File: src/rtl/config_row_sequencer.sv
// Row/group sweep sequencer for configuration-memory frame writes.
// One column frame is consumed and written per row, group-major.
module config_row_sequencer #(
  parameter int N_GROUPS   = 19,
  parameter int N_BLOCKS   = 9,
  parameter int COL_W      = 32,
  parameter int WR_CYCLES  = 2,
  parameter int GAP_CYCLES = 1
) (
  input  logic             clk,
  input  logic             reset_n,
  input  logic             io_start,
  input  logic             io_abort,
  input  logic             io_inValid,
  output logic             io_inReady,
  input  logic [COL_W-1:0] io_inData,
  output logic [5:0]       io_rAddr,
  output logic [3:0]       io_bAddr,
  output logic [COL_W-1:0] io_colData,
  output logic             io_colDrive,
  output logic             io_busy,
  output logic             io_done,
  output logic             io_aborted
);

  localparam logic [2:0] S_IDLE  = 3'd0;
  localparam logic [2:0] S_LOAD  = 3'd1;
  localparam logic [2:0] S_SETUP = 3'd2;
  localparam logic [2:0] S_WRITE = 3'd3;
  localparam logic [2:0] S_HOLD  = 3'd4;

  localparam logic [5:0] NO_ROW   = 6'h3F;
  localparam logic [5:0] G_LAST   = 6'(N_GROUPS - 1);
  localparam logic [3:0] B_LAST   = 4'(N_BLOCKS - 1);
  localparam logic [7:0] WR_LAST  = 8'(WR_CYCLES - 1);
  localparam logic [7:0] GAP_LAST = 8'(GAP_CYCLES - 1);

  logic [2:0]       state_q, state_d;
  logic [5:0]       g_q, g_d;
  logic [3:0]       b_q, b_d;
  logic [7:0]       cnt_q, cnt_d;
  logic [COL_W-1:0] col_d;
  logic             done_d;
  logic             abort_d;

  always_comb begin
    state_d = state_q;
    g_d     = g_q;
    b_d     = b_q;
    cnt_d   = cnt_q;
    col_d   = io_colData;
    done_d  = 1'b0;
    abort_d = 1'b0;
    if (state_q != S_IDLE && io_abort) begin
      // abort wins over handshake and done
      state_d = S_IDLE;
      g_d     = '0;
      b_d     = '0;
      cnt_d   = '0;
      abort_d = 1'b1;
    end else begin
      unique case (state_q)
        S_IDLE: begin
          if (io_start && !io_abort) begin
            state_d = S_LOAD;
            g_d     = '0;
            b_d     = '0;
          end
        end
        S_LOAD: begin
          if (io_inValid && io_inReady) begin
            col_d   = io_inData;
            state_d = S_SETUP;
          end
        end
        S_SETUP: begin
          state_d = S_WRITE;
          cnt_d   = '0;
        end
        S_WRITE: begin
          if (cnt_q == WR_LAST) begin
            state_d = S_HOLD;
            cnt_d   = '0;
          end else begin
            cnt_d = cnt_q + 8'd1;
          end
        end
        S_HOLD: begin
          if (cnt_q != GAP_LAST) begin
            cnt_d = cnt_q + 8'd1;
          end else if (g_q == G_LAST && b_q == B_LAST) begin
            state_d = S_IDLE;
            g_d     = '0;
            b_d     = '0;
            done_d  = 1'b1;
          end else begin
            state_d = S_LOAD;
            if (b_q == B_LAST) begin
              b_d = '0;
              g_d = g_q + 6'd1;
            end else begin
              b_d = b_q + 4'd1;
            end
          end
        end
        default: state_d = S_IDLE;
      endcase
    end
  end

  always_ff @(posedge clk or negedge reset_n) begin
    if (!reset_n) begin
      state_q     <= S_IDLE;
      g_q         <= '0;
      b_q         <= '0;
      cnt_q       <= '0;
      io_inReady  <= 1'b0;
      io_rAddr    <= NO_ROW;
      io_bAddr    <= '0;
      io_colData  <= '0;
      io_colDrive <= 1'b0;
      io_busy     <= 1'b0;
      io_done     <= 1'b0;
      io_aborted  <= 1'b0;
    end else begin
      state_q     <= state_d;
      g_q         <= g_d;
      b_q         <= b_d;
      cnt_q       <= cnt_d;
      io_inReady  <= (state_d == S_LOAD);
      io_rAddr    <= (state_d == S_WRITE) ? g_d : NO_ROW;
      io_bAddr    <= b_d;
      io_colData  <= col_d;
      io_colDrive <= (state_d == S_SETUP) || (state_d == S_WRITE) ||
                     (state_d == S_HOLD);
      io_busy     <= (state_d != S_IDLE);
      io_done     <= done_d;
      io_aborted  <= abort_d;
    end
  end

endmodule

File: config.mk
export PLATFORM = sky130hd
export DESIGN_NAME = config_row_sequencer
export DESIGN_NICKNAME = d
export VERILOG_FILES = /design/src/rtl/config_row_sequencer.sv
export SDC_FILE = /design/constraint.sdc
export NUM_CORES = 1
export LEC_CHECK = 0
export ABC_AREA = 1
export BUFFER_PORTS_ARGS = -buffer_cell sky130_fd_sc_hd__buf_4
export CORE_MARGIN = 2
export CORE_UTILIZATION = 50
export CTS_CLUSTER_DIAMETER = 60
export DETAILED_ROUTE_END_ITERATION = 10
export PLACE_DENSITY = 0.77
export SETUP_SLACK_MARGIN = 0.1
export SLEW_MARGIN = 20
export SYNTH_ARGS = -nofsm -noshare
export SYNTH_HDL_FRONTEND = slang
export SYNTH_SLANG_ARGS = --single-unit
export TNS_END_PERCENT = 5
File: constraint.sdc
create_clock -name clk -period 2 [get_ports clk]
set_input_delay 0.3 -clock clk [delete_from_list [all_inputs] [get_ports clk]]
set_output_delay 0.3 -clock clk [all_outputs]
set_load 0.05 [all_outputs]
==> flow_summary.toml <==
[global_routing]
antenna_found_initial = 0
busiest_layer = "met2"
grt_util_met1 = 0.241
grt_first_pass_wirelength_mm = 10.3
grt_max_degree = 65
first_global_vias = 2332
grt_util_all_layers = 0.202
overflow = 0
gr-usage-met3 = 0.0598
grt.met2_usage = 0.345

[floorplanning]
initial_core_util = 0.520
fp-row-count = 28
ios = 84
die_h_um = 82.5
coreArea_um2 = 5920
die_w_um = 82.5
die_area_um2 = 6800

[finish]
multi_input_comb_area_um2 = 1300
drive_gt1_frac = 0.322
final-seq-area_um2 = 1610
nNetsFinal = 443
area_delta_synth_final_pct = 28.2
final_cells = 479
final_cell_mix = "buf_4, nand2_1, dfrtp_1, nand3_1, mux2_1"
fillCellCount = 499
final_util = 0.667
n_antenna_cell = 0
finalInstanceArea_um2 = 3950
final_common_cell = "buf_4"

[critical_path]
regToRegEndpoint = "io_colData[27]"
end_kind = "register"
slowest_stage = "mux2_1"
crit_required_ns = 2.22
rrSetupSlack_ns = 0.27
r2r_cells = 5
path_class = "register to register"
arrival_ns = 1.94
worstSetupStartpointType = "register"
regToRegStartpoint = "state_q[1]"
crit_family = "simple AND/OR/NAND/NOR gates"
critPathMaxStageDelay_ns = 0.47
path_cells = "nor2_1 -> nand2_1 -> inv_2 -> nand3_4 -> mux2_1"
cp_num_buf_inv = 1
cp_max_fo = 32

[placed_design]
placed_cells = 463
placed_area_um2 = 3760
preCtsSetupSlack_ns = 0.265
dp.final_hpwl_mm = 4.91
place_congestion = 0.869
io_buffers = 83

[logic_synthesis]
ys_seq_area_frac = 0.523
syn-num-nets = 353
yosysTopAreaCellShare = 0.471
synth.top_cells.by_area = "dfrtp_1, mux2_1, nand2_1"
synth_area_um2 = 3080
yosys_warnings = 0
avgSynthCellArea_um2 = 9.97
syn_inst = 309
yosysUniqueCellTypes = 31
ys_ff_latch = 64
yosysTopAreaCell = "dfrtp_1"

[timing]
post-route-period-util = 0.863
finalWorstSetupSlack_ns = 0.274
slew_headroom = 0.478
setup_viol = 0
slew_viol_final = 0
rsz0062_at_grt = "false"
hold_ws_ns = 0.0340
tightest_slew_ns = 0.783
timing_hold_violations_final = 0
finalClockSkew_ns = 0.00939
finalCriticalPeriod_ns = 1.73
fin_setup_tns_ns = 0
max_freq_ghz = 0.579

[power]
leakagePower_nw = 2.00
p_per_area_nw_per_um2 = 1490
p_total_mw = 5.89
ir_drop_uv = 1030

[cts]
cts_num_sinks = 64
cts_buffer_depth = 2
clkLatencyLatePin_ns = 0.34
cts_made_buffers = 9
cts_hold_buf = 0
htreeDepth = 3
tritoncts = "yes"
clkTransAtPathRegs_ns = 0.07
root_buffer = "clkbuf_8"

[detailed_routing]
vias_per_cell = 5.11
remaining_drc_errors = 0
routed-via-count = 2450
ant_nets = 0
drt_iter0_drc = 81
wire_per_inst_um = 13.8
first_pass_iters = 4
drt-total-wl_mm = 6.60

[hold_path]
hp-class = "input port to asynchronous set/reset pin"

[flow_run]
cap_violations = 0

[status]
status = "complete, no violations"
[cell families (layout without fill, tap and decap cells)]
logic type | count (synthesis) | count (layout) | share of synthesized area
compound gates | 30 | 30 | 0.0614
xor+xnor | 4 | 4 | 0.0114
fa+ha+maj | 7 | 7 | 0.0284
buf+inv | 39 | 134 | 0.0581
flops | 64 | 64 | 0.523
mux | 32 | 32 | 0.117
simple gates | 133 | 133 | 0.201
[synth_stat cells, drive strengths merged]
cell     count
dfrtp       58
nor2        25
ha           7
nand2       67
nand3       33
inv         33
nand3b       2
nor3         3
xnor2        3
o21bai       1
o22ai        1
o21a         1
nand4        3
xor2         1
o21ai       20
mux2        32
dfstp        6
a21oi        4
buf          6
o2111ai      3
[worst register-to-register path, stage by stage (launching register included)]
cell	delay, ns
dfrtp_1	0.44
nor2_1	0.15
nand2_1	0.10
inv_2	0.08
nand3_4	0.35
mux2_1	0.48
[final cells by class]
cell class | instances | share of cell area
Sequential cell | 64 | 0.407
Timing Repair Buffer | 85 | 0.162
Clock buffer | 10 | 0.0323
Tap cell | 75 | 0.0238
Inverter | 33 | 0.0314
Clock inverter | 6 | 0.0152
Multi-Input combinational cell | 206 | 0.328
[routing by layer]
metal,part of all wire,vias to the layer above
met3,0.088,10
met4,0.013,0
met1,0.41,1156
li1,-,1203
met2,0.49,81
met5,0,-
[timing repair]
action / CTS / global route
gates resized for setup: 0 / 1
buffers inserted: 0 / 0
setup endpoints to repair: 0 / 1
[worst max path at each step]
stage,cells after the start,slack [ns],startpoint,end
after floorplan,10,0.23,b_q[0],io_rAddr[0]
after global placement,5,0.32,state_q[2],io_colData[19]
after detailed placement,5,0.26,state_q[2],io_colData[27]
after CTS,5,0.26,state_q[2],io_colData[27]
after global routing,5,0.12,state_q[1],io_colData[27]
final,5,0.27,state_q[1],io_colData[27]
[power by group]
part	switching (mW)	internal [mW]
registers	0.209	1.73
clock network	0.490	0.568
logic	2.04	0.848
[flip-flops by register name (all words and copies together), names as in the netlist]
signal	count
io_done	1
cnt_q	8
io_inReady	1
io_busy	1
io_rAddr	6
io_colData	32
io_aborted	1
b_q	4
g_q	6
state_q	3
io_colDrive	1
No activity file was read; power rests on OpenSTA's default activity.
